### src/rtl/counter_run_controller.sv
`default_nettype none
// ============================================================================
// Module      : counter_run_controller
// Description : Sequencer for a bounded, prescaled up/down step-counter run
//               with pause, abort and busy/done/aborted status. Defining
//               AUTO_RELOAD_EN adds a reload input that restarts from DONE.
// Revision    : 1.0 - initial release
// ============================================================================
module counter_run_controller #(
    parameter int WIDTH = 4,
    parameter int DIV   = 1
) (
    input  logic             clock,
    input  logic             reset,
    input  logic             start,
    input  logic [WIDTH-1:0] load_value,
    input  logic [WIDTH-1:0] terminal,
    input  logic             up_down,
    input  logic             pause,
    input  logic             abort,
`ifdef AUTO_RELOAD_EN
    input  logic             reload,
`endif
    output logic [WIDTH-1:0] count,
    output logic             step,
    output logic             busy,
    output logic             done,
    output logic             aborted
);

    localparam int               c_PW      = (DIV > 1) ? $clog2(DIV) : 1;
    localparam logic [c_PW-1:0]  c_PS_LAST = c_PW'(DIV - 1);

    typedef enum logic [2:0] {
        S_IDLE   = 3'd0,
        S_LOAD   = 3'd1,
        S_RUN    = 3'd2,
        S_PAUSED = 3'd3,
        S_DONE   = 3'd4
    } state_t;

    state_t           r_state,   w_state_nxt;
    logic [WIDTH-1:0] r_count,   w_count_nxt;
    logic [c_PW-1:0]  r_presc,   w_presc_nxt;
    logic [WIDTH-1:0] r_load;
    logic [WIDTH-1:0] r_term;
    logic             r_dir;
    logic             r_aborted, w_aborted_nxt;
    logic             w_capture;
    logic             w_step;
    logic             w_reload;

`ifdef AUTO_RELOAD_EN
    assign w_reload = reload;
`else
    assign w_reload = 1'b0;
`endif

    always_comb begin
        w_state_nxt   = r_state;
        w_count_nxt   = r_count;
        w_presc_nxt   = r_presc;
        w_aborted_nxt = 1'b0;
        w_capture     = 1'b0;
        w_step        = 1'b0;

        case (r_state)
            S_IDLE: begin
                if (start) begin
                    w_capture   = 1'b1;
                    w_state_nxt = S_LOAD;
                end
            end
            S_LOAD: begin
                w_count_nxt = r_load;
                w_presc_nxt = '0;
                w_state_nxt = S_RUN;
            end
            S_RUN: begin
                if (r_count == r_term) begin
                    w_state_nxt = S_DONE;
                end else if (pause) begin
                    w_state_nxt = S_PAUSED;
                end else if (r_presc == c_PS_LAST) begin
                    w_step      = 1'b1;
                    w_count_nxt = r_dir ? (r_count + 1'b1) : (r_count - 1'b1);
                    w_presc_nxt = '0;
                end else begin
                    w_presc_nxt = r_presc + 1'b1;
                end
            end
            S_PAUSED: begin
                if (!pause) begin
                    w_state_nxt = S_RUN;
                end
            end
            S_DONE: begin
                if (w_reload) begin
                    w_capture   = 1'b1;
                    w_state_nxt = S_LOAD;
                end else begin
                    w_state_nxt = S_IDLE;
                end
            end
            default: begin
                w_state_nxt = S_IDLE;
            end
        endcase

        // Abort wins over everything except reset; count and prescaler freeze.
        if (abort && (r_state != S_IDLE)) begin
            w_state_nxt   = S_IDLE;
            w_count_nxt   = r_count;
            w_presc_nxt   = r_presc;
            w_capture     = 1'b0;
            w_step        = 1'b0;
            w_aborted_nxt = 1'b1;
        end
    end

    always_ff @(posedge clock) begin
        if (reset) begin
            r_state   <= S_IDLE;
            r_count   <= '0;
            r_presc   <= '0;
            r_load    <= '0;
            r_term    <= '0;
            r_dir     <= 1'b1;
            r_aborted <= 1'b0;
        end else begin
            r_state   <= w_state_nxt;
            r_count   <= w_count_nxt;
            r_presc   <= w_presc_nxt;
            r_aborted <= w_aborted_nxt;
            if (w_capture) begin
                r_load <= load_value;
                r_term <= terminal;
                r_dir  <= up_down;
            end
        end
    end

    assign count   = r_count;
    assign step    = w_step;
    assign busy    = (r_state != S_IDLE);
    assign done    = (r_state == S_DONE);
    assign aborted = r_aborted;

endmodule
`default_nettype wire

### config.mk
export PLATFORM = sky130hd
export DESIGN_NAME = counter_run_controller
export DESIGN_NICKNAME = d
export VERILOG_FILES = /design/src/rtl/counter_run_controller.sv
export SDC_FILE = /design/constraint.sdc
export NUM_CORES = 1
export LEC_CHECK = 0
export ABC_AREA = 0
export CAP_MARGIN = 30
export CORE_MARGIN = 5
export CORE_UTILIZATION = 47
export DETAILED_ROUTE_END_ITERATION = 16
export MAX_ROUTING_LAYER = met4
export PLACE_DENSITY = 0.87
export SYNTH_ARGS = -nofsm -noshare
export SYNTH_HDL_FRONTEND = slang
export SYNTH_SLANG_ARGS = --single-unit
### constraint.sdc
create_clock -name clock -period 1.9 [get_ports clock]
set_input_delay 0.38 -clock clock [delete_from_list [all_inputs] [get_ports clock]]
set_output_delay 0.38 -clock clock [all_outputs]
set_load 0.005 [all_outputs]
==> results.json, run 1 <==
{
  "status": "finished, final reports clean",
  "track_usage": 0.1892,
  "rsz0062_at_grt": "false",
  "io_pins": 22,
  "period_share": 0.9461,
  "synthTopCellsByArea": "dfxtp_1 (39%), nand2_1 (11%), a21oi_1 (6.3%)",
  "syn_to_final_growth_pct": 46.16,
  "n_antenna_cell": 0,
  "postRouteAntennaNets": 0,
  "io_buffer_count": 21,
  "grt-ovfl-total": 0,
  "path_clk_slew_ns": 0.09,
  "num-fill-cells": 131,
  "ir_drop_uv": 493.8,
  "syn_area_per_cell_sq_um": 8.636,
  "cts_max_level": 1,
  "p_switching_mw": 0.2151,
  "place.gp.congestion": 0.8706,
  "hold_slack_ns": 0.4674,
  "power_mw": 0.7760,
  "critPathSlowestCell": "dfxtp_4",
  "min_period_ns": 1.798,
  "slew-limit-headroom": 0.7614,
  "cts_sinks": 17,
  "dieHeight_microns": 53.29,
  "grt_start_max_net_pins": 13,
  "swShare": 0.2772,
  "max_freq_ghz": 0.5563,
  "vias": 875,
  "chipWidth_microns": 53.29,
  "routed_wl_microns": 2214,
  "yosys_most_used_dff": "dfxtp_1",
  "clk_latency_ns": 0.29,
  "clk_path_buf_depth": 2,
  "synth_top_cell_area_share": 0.3864,
  "yosysUniqueCellTypes": 33,
  "synth-edff-count": 0,
  "drive_gt1_frac": 0.2429,
  "fp.coreArea_sq_mm": 0.001745,
  "worst_slew_pin_slew_ns": 0.3579,
  "cpPeakStageDelay_ns": 0.37,
  "multi_input_area_sq_um": 538.0,
  "crit_buf_inv": 2,
  "ys_warn_count": 0,
  "wl_per_cell_microns": 13.42,
  "dr.pass1.iters": 4,
  "cts_buffers": 3,
  "p_int_mw": 0.5609,
  "grt_pass1_wl_microns": 3657,
  "cp.arrival_ns": 1.42,
  "initialDrtViolationCount": 17,
  "synth_seq_cells": 17,
  "setup_viol": 0,
  "crit_family": "simple AND/OR/NAND/NOR gates",
  "syn_nets": 119,
  "drc": 0,
  "p_seq_frac": 0.502,
  "min_path_type": "flop to flop",
  "setup_tns_ns": 0,
  "crit_path_max_fanout": 4,
  "fp-row-count": 15,
  "yosysSeqAreaShare": 0.3864,
  "end_kind": "output port",
  "initial_core_util": 0.5047,
  "drv_slew": 0,
  "power_frac_comb": 0.249,
  "cts_tree": "yes",
  "worstPathCellList": "buf_4 > nor3b_4 > nand2_2 > nor3b_2 > buf_2",
  "synthCells": 102,
  "power_density_mw_per_mm2": 602.7,
  "vias_per_cell": 5.303,
  "dpl_worst_slack_ns": -0.2439,
  "layout_common_cells": "nand2_1 (24), clkdlybuf4s50_1 (19), dfxtp_1 (15), buf_4 (15), a21oi_1 (11)",
  "dieArea_sq_mm": 0.002840,
  "syn_area_sq_um": 880.8,
  "path_class": "flop to output port",
  "setup.worst_path.start_class": "flop",
  "synth_top_cell_by_area": "dfxtp_1",
  "regArea_sq_um": 345.3,
  "clock_skew_ns": 0.002243,
  "final_cells": 165,
  "maxCapViolations": 0,
  "hold_viol": 0,
  "critical_path_required_ns": 1.52,
  "synth-async-reset-ratio": 0,
  "mostFrequentLayoutCell": "nand2_1",
  "hpwl_microns": 1754,
  "setup_slack_ns": 0.1023,
  "grt_pass1_vias": 826,
  "dp_cells": 159,
  "grt_antenna_before_repair": 0,
  "p_leak_nw": 0.5113,
  "nets": 158,
  "clockRootBuffer": "clkbuf_4",
  "p_clk_frac": 0.249
}
## worst min-delay path, delay by kind of cell, from the launching register on
| kind | cells | cell delay (ns) |
|---|---|---|
| AND/OR/NAND/NOR | 1 | 0.05 |
| flip-flops | 1 | 0.32 |
| AO/OA/AOI/OAI | 1 | 0.05 |
## cell usage after synthesis (all sizes together), types with 2 or more instances
cell	n
a211oi	4
a21oi	11
and2	2
clkbuf	2
dfxtp	17
ha	2
inv	5
nand2	26
nor2	3
nor3	2
nor3b	2
o2111ai	2
o211ai	2
or3b	2
xnor2	6
## power groups by stage
stage | registers [mW] | logic, mW | clock network, mW
CTS | 0.389 | 0.188 | 0.202
finish | 0.389 | 0.193 | 0.194
global route | 0.392 | 0.210 | 0.225
global placement | 0.396 | 0.177 | 0
detailed placement | 0.397 | 0.183 | 0
floorplan | 0.399 | 0.0909 | 0
## state kept, by name, indices dropped and copies added (netlist names)
signal	count
r_dir	1
r_state	3
r_load	4
aborted	1
count	4
r_term	4
## what timing repair did
item	CTS	global route
endpoints found under the setup margin	2	1
buffers inserted	0	2
hold buffers	0	0
gates resized for setup	10	7
pin swaps	2	4
cloned	0	0
## final cells by class
type                            instances  share of cell area
Tap cell                               25             0.02430
Inverter                                5             0.01458
Timing Repair Buffer                   37              0.2546
Multi-Input combinational cell         77              0.4179
Sequential cell                        17              0.2682
Clock buffer                            4             0.02041
## final timing paths
path                                start  slack [ns]  cells past startpoint                endpoint
setup / recovery  r_state[2]$_SDFFE_PP0P_        0.10                      5                    step
hold reg to reg    r_load[1]$_SDFFE_PP0P_        0.47                      2  r_load[1]$_SDFFE_PP0P_
hold / removal     r_load[1]$_SDFFE_PP0P_        0.47                      2  r_load[1]$_SDFFE_PP0P_
setup reg to reg  r_state[2]$_SDFFE_PP0P_        0.18                      5   count[1]$_SDFFE_PP0P_
## metal layers
| metal | GRT usage | vias to the layer above | part of all wire |
|---|---|---|---|
| met4 | 0.1021 | 0 | 0.027 |
| met1 | 0.2136 | 402 | 0.41 |
| met2 | 0.3020 | 32 | 0.49 |
| met5 | - | - | 0 |
| met3 | 0.05070 | 5 | 0.068 |
| li1 | - | 436 | - |
## through the flow
step | utilization | instance area, sq um
finish | 0.7376 | 1287
global route | 0.7376 | 1287
CTS | 0.7233 | 1262
detailed placement | 0.6953 | 1214
global placement | 0.6953 | 1214
floorplan | - | 880.8
## logic make-up after synthesis
| group | Yosys count | synth area share |
|---|---|---|
| AND/OR/NAND/NOR | 43 | 0.2415 |
| AO/OA/AOI/OAI | 24 | 0.2131 |
| flip-flops | 17 | 0.3864 |
| buffers and inverters | 8 | 0.03692 |
| XOR/XNOR | 6 | 0.05966 |
| adder cells (fa/ha/maj) | 3 | 0.05113 |
| multiplexers | 1 | 0.01136 |
(Power assumes the default switching activity.)
==> run 2: changes to the inputs <==
--- a/config.mk
+++ b/config.mk
@@ -10,6 +10,7 @@
 export CORE_MARGIN = 5
 export CORE_UTILIZATION = 47
 export DETAILED_ROUTE_END_ITERATION = 16
+export GPL_TIMING_DRIVEN = 0
 export MAX_ROUTING_LAYER = met4
 export PLACE_DENSITY = 0.87
 export SYNTH_ARGS = -nofsm -noshare
==> results.json, run 2 (synthesized netlist as in run 1, its figures left out) <==
{
  "status": "finished, final reports clean",
  "end_kind": "output port",
  "place.gp.congestion": 0.8766,
  "grt-ovfl-total": 0,
  "maxCapViolations": 0,
  "critical_path_required_ns": 1.52,
  "r2r-end": "count[2]$_SDFFE_PP0P_",
  "hold_viol": 0,
  "drc": 0,
  "routed_wl_microns": 2121,
  "cts_max_level": 1,
  "worst_slew_pin_slew_ns": 0.4360,
  "n_antenna_cell": 0,
  "initial_core_util": 0.5047,
  "r2r_start": "r_state[1]$_SDFFE_PP0P_",
  "cts_tree": "yes",
  "path_class": "flop to output port",
  "power_mw": 0.7650,
  "min_period_ns": 1.819,
  "grt_antenna_before_repair": 0,
  "nets": 151,
  "wl_per_cell_microns": 13.42,
  "vias_per_cell": 5.367,
  "path_clk_slew_ns": 0.10,
  "regArea_sq_um": 351.6,
  "crit_path_max_fanout": 8,
  "ir_drop_uv": 470.0,
  "drv_slew": 0,
  "dieArea_sq_mm": 0.002840,
  "slew-limit-headroom": 0.7094,
  "max_freq_ghz": 0.5497,
  "hold_depth": 2,
  "layout_common_cells": "nand2_1 (24), clkdlybuf4s50_1 (20), dfxtp_1 (14)",
  "min_from": "r_load[1]$_SDFFE_PP0P_",
  "power_density_mw_per_mm2": 621.9,
  "hold_path_end": "r_load[1]$_SDFFE_PP0P_",
  "dr.pass1.iters": 4,
  "r2r_cells": 4,
  "postRouteAntennaNets": 0,
  "grt_start_max_net_pins": 11,
  "track_usage": 0.1745,
  "initialDrtViolationCount": 27,
  "io_pins": 22,
  "rrSetupSlack_ns": 0.31,
  "vias": 848,
  "holdBufCountCts": 0,
  "setup_viol": 0,
  "grt_pass1_vias": 800,
  "clock_skew_ns": 0.001522,
  "fp-row-count": 15,
  "cp.arrival_ns": 1.44,
  "cts_buffers": 3,
  "fp.coreArea_sq_mm": 0.001745,
  "mostFrequentLayoutCell": "nand2_1",
  "period_share": 0.9575,
  "dieHeight_microns": 53.29,
  "clk_path_buf_depth": 2,
  "hpwl_microns": 1530,
  "cts_sinks": 17,
  "post-route-util": 0.7047,
  "p_leak_nw": 0.4644,
  "multi_input_area_sq_um": 538.0,
  "grt_pass1_wl_microns": 3629,
  "setup.worst_path.start_class": "flop",
  "chipWidth_microns": 53.29,
  "drive_gt1_frac": 0.2030,
  "min_path_type": "flop to flop",
  "clk_latency_ns": 0.28,
  "io_buffer_count": 21,
  "rsz0062_at_grt": "true",
  "num-fill-cells": 147,
  "syn_to_final_growth_pct": 39.63,
  "clockRootBuffer": "clkbuf_4"
}
-- run 2: how the worst max path moves through the flow --
| stage | start | to | cells after the start |
|---|---|---|---|
| after CTS | r_state[2]$_SDFFE_PP0P_ | step | 6 |
| final | r_state[0]$_SDFFE_PP0P_ | done | 3 |
| after global routing | r_state[0]$_SDFFE_PP0P_ | done | 3 |
| after detailed placement | abort | step | 5 |
| after global placement | abort | step | 5 |
| after floorplan | r_state[0]$_SDFFE_PP0P_ | step | 5 |
-- run 2: final cells by class --
class / instances / area share
repair buffers: 27 / 0.2035
multi-input cells: 77 / 0.4374
inverters: 5 / 0.01526
plain buffers: 3 / 0.01119
clock buffers: 4 / 0.02136
well taps: 25 / 0.02543
flip-flops and latches: 17 / 0.2859
-- run 2: where the power goes --
group / internal [mW] / leakage [nW] / switching (mW)
clock: 0.0815 / 0.0150 / 0.113
sequential: 0.374 / 0.141 / 0.0222
combinational: 0.0941 / 0.308 / 0.0804
total: 0.549 / 0.464 / 0.216
-- run 2: stage by stage --
step	setup TNS (ns)	instance area (sq um)	hold WS, ns	setup WS [ns]	cells
final	0	1230	0.4669	0.08078	158
after detailed placement	-0.4385	1122	0.4543	-0.3093	148
after global routing	-0.03446	1230	0.4939	-0.02211	158
after floorplan	0	880.8	0.4365	0.4398	102
after global placement	-0.3270	1122	0.4510	-0.2786	148
after CTS	0	1210	0.4685	0.02388	157
-- run 2: what timing repair did --
item                       in CTS  in global routing
setup endpoints to repair       1                  2
gates resized for setup        10                  8
setup buffers                   5                  1
pin swaps                       2                  3
-- run 2: metal layers --
| metal | up-vias | track usage | share of wire |
|---|---|---|---|
| met2 | 22 | 0.2878 | 0.48 |
| met3 | 2 | 0.02535 | 0.042 |
| met4 | 0 | 0.05106 | 0.011 |
| li1 | 418 | - | - |
| met1 | 406 | 0.2194 | 0.46 |
| met5 | - | - | 0 |
-- run 2: critical path, stage by stage (launching register included) --
cell and delay, ns:
dfxtp_4 0.40, nor2_2 0.13, and2_1 0.13, clkdlybuf4s50_1 0.49
==> run 3: changes to the inputs <==
--- a/config.mk
+++ b/config.mk
@@ -9,10 +9,12 @@
 export CAP_MARGIN = 30
 export CORE_MARGIN = 5
 export CORE_UTILIZATION = 47
+export CTS_CLUSTER_DIAMETER = 60
 export DETAILED_ROUTE_END_ITERATION = 16
 export GPL_TIMING_DRIVEN = 0
 export MAX_ROUTING_LAYER = met4
 export PLACE_DENSITY = 0.87
+export SETUP_SLACK_MARGIN = 0.4
 export SYNTH_ARGS = -nofsm -noshare
 export SYNTH_HDL_FRONTEND = slang
 export SYNTH_SLANG_ARGS = --single-unit
==> results.json, run 3 (synthesized netlist as in run 1, its figures left out) <==
{
  "critical_path_required_ns": 1.52,
  "dpl_worst_slack_ns": -0.3093,
  "fp.coreArea_sq_mm": 0.001745,
  "place.gp.congestion": 0.8766,
  "grt_pass1_wl_microns": 4146,
  "dr.pass1.iters": 4,
  "p_int_mw": 0.5655,
  "swShare": 0.2844,
  "hold_depth": 2,
  "drive_gt1_frac": 0.3194,
  "p_switching_mw": 0.2247,
  "placed_area_sq_mm": 0.001122,
  "drv_slew": 0,
  "hold_viol": 0,
  "p_clk_frac": 0.244,
  "cp.arrival_ns": 1.38,
  "max_freq_ghz": 0.5679,
  "track_usage": 0.2053,
  "p_seq_frac": 0.494,
  "dieHeight_microns": 53.29,
  "cts_max_level": 1,
  "postRouteAntennaNets": 0,
  "hpwl_microns": 1530,
  "worst_slew_pin_slew_ns": 0.4285,
  "mostFrequentLayoutCell": "nand2_1",
  "path_class": "flop to output port",
  "power_density_mw_per_mm2": 579.4,
  "grt_pass1_vias": 877,
  "setup.worst_path.start_class": "flop",
  "clock_skew_ns": 0.0007601,
  "p_leak_nw": 0.5837,
  "regArea_sq_um": 366.6,
  "ir_drop_uv": 487.5,
  "power_mw": 0.7902,
  "grt-ovfl-total": 0,
  "r2r_cells": 6,
  "nets": 162,
  "end_kind": "output port",
  "vias_per_cell": 5.527,
  "clk_path_buf_depth": 2,
  "io_buffer_count": 21,
  "post-route-util": 0.7814,
  "clockRootBuffer": "clkbuf_4",
  "min_period_ns": 1.761,
  "power_frac_comb": 0.262,
  "layout_common_cells": "nand2_1 (24), buf_4 (14), a21oi_1 (11), clkdlybuf4s50_1 (11), dfxtp_1 (10)",
  "vias": 934,
  "setup_slack_ns": 0.1392,
  "grt_start_max_net_pins": 11,
  "num-fill-cells": 116,
  "grt_antenna_before_repair": 0,
  "final_area_sq_mm": 0.001364,
  "maxCapViolations": 0,
  "n_antenna_cell": 0,
  "min_path_type": "flop to flop",
  "initialDrtViolationCount": 32,
  "cts_sinks": 17,
  "crit_path_max_fanout": 5,
  "setup_viol": 0,
  "chipWidth_microns": 53.29,
  "hold_slack_ns": 0.4709,
  "cts_buffers": 3,
  "status": "finished, final reports clean",
  "dieArea_sq_mm": 0.002840,
  "wl_per_cell_microns": 15.17,
  "cts_tree": "yes",
  "fp-row-count": 15,
  "io_pins": 22,
  "syn_to_final_growth_pct": 54.83,
  "rsz0062_at_grt": "true",
  "path_clk_slew_ns": 0.10,
  "slew-limit-headroom": 0.7143,
  "routed_wl_microns": 2563,
  "drc": 0,
  "period_share": 0.9267,
  "multi_input_area_sq_um": 549.3,
  "clk_latency_ns": 0.28,
  "initial_core_util": 0.5047,
  "rrSetupSlack_ns": 0.23
}
[run 3: metrics by stage]
stage	instances	setup TNS, ns
final	169	0
after global routing	169	0
after CTS	165	0
after detailed placement	148	-0.4385
after global placement	148	-0.3270
after floorplan	102	0
[run 3: power by group through the flow]
| stage | combinational [mW] | clock, mW | sequential [mW] |
|---|---|---|---|
| global placement | 0.148 | 0 | 0.402 |
| finish | 0.207 | 0.193 | 0.391 |
| floorplan | 0.0909 | 0 | 0.399 |
| CTS | 0.188 | 0.194 | 0.389 |
| detailed placement | 0.151 | 0 | 0.404 |
| global route | 0.225 | 0.222 | 0.393 |
[run 3: layout make-up]
class | count | area share
plain buffers | 3 | 0.01743
multi-input cells | 77 | 0.4028
repair buffers | 38 | 0.2550
flip-flops and latches | 17 | 0.2688
well taps | 25 | 0.02294
inverters | 5 | 0.01376
clock buffers | 4 | 0.01927
[run 3: critical path, cell delays in order (launching register included)]
cell,delay [ns]
dfxtp_4,0.39
nor3_4,0.21
inv_2,0.06
nand2_2,0.08
nand2_2,0.06
nor3b_2,0.16
buf_2,0.14
[run 3: what timing repair did]
item                       4_1_cts  5_1_grt
setup buffers                   13        4
hold buffers                     0        0
setup endpoints to repair       11        8
pin swaps                        8        2
resized for setup               41        6
[run 3: layer usage]
layer  track usage  vias up  routed length [microns]
li1              -      443                        -
met5             -        -                        0
met3       0.02817        6                      123
met1        0.2594      444                     1118
met2        0.3306       41                     1279
met4       0.07660        0                       42
[run 3: path summary, 6_finish.rpt]
path                                start                     end
setup / recovery  r_state[0]$_SDFFE_PP0P_                    step
hold reg to reg    r_load[1]$_SDFFE_PP0P_  r_load[1]$_SDFFE_PP0P_
setup reg to reg  r_state[0]$_SDFFE_PP0P_   count[1]$_SDFFE_PP0P_
hold / removal     r_load[1]$_SDFFE_PP0P_  r_load[1]$_SDFFE_PP0P_
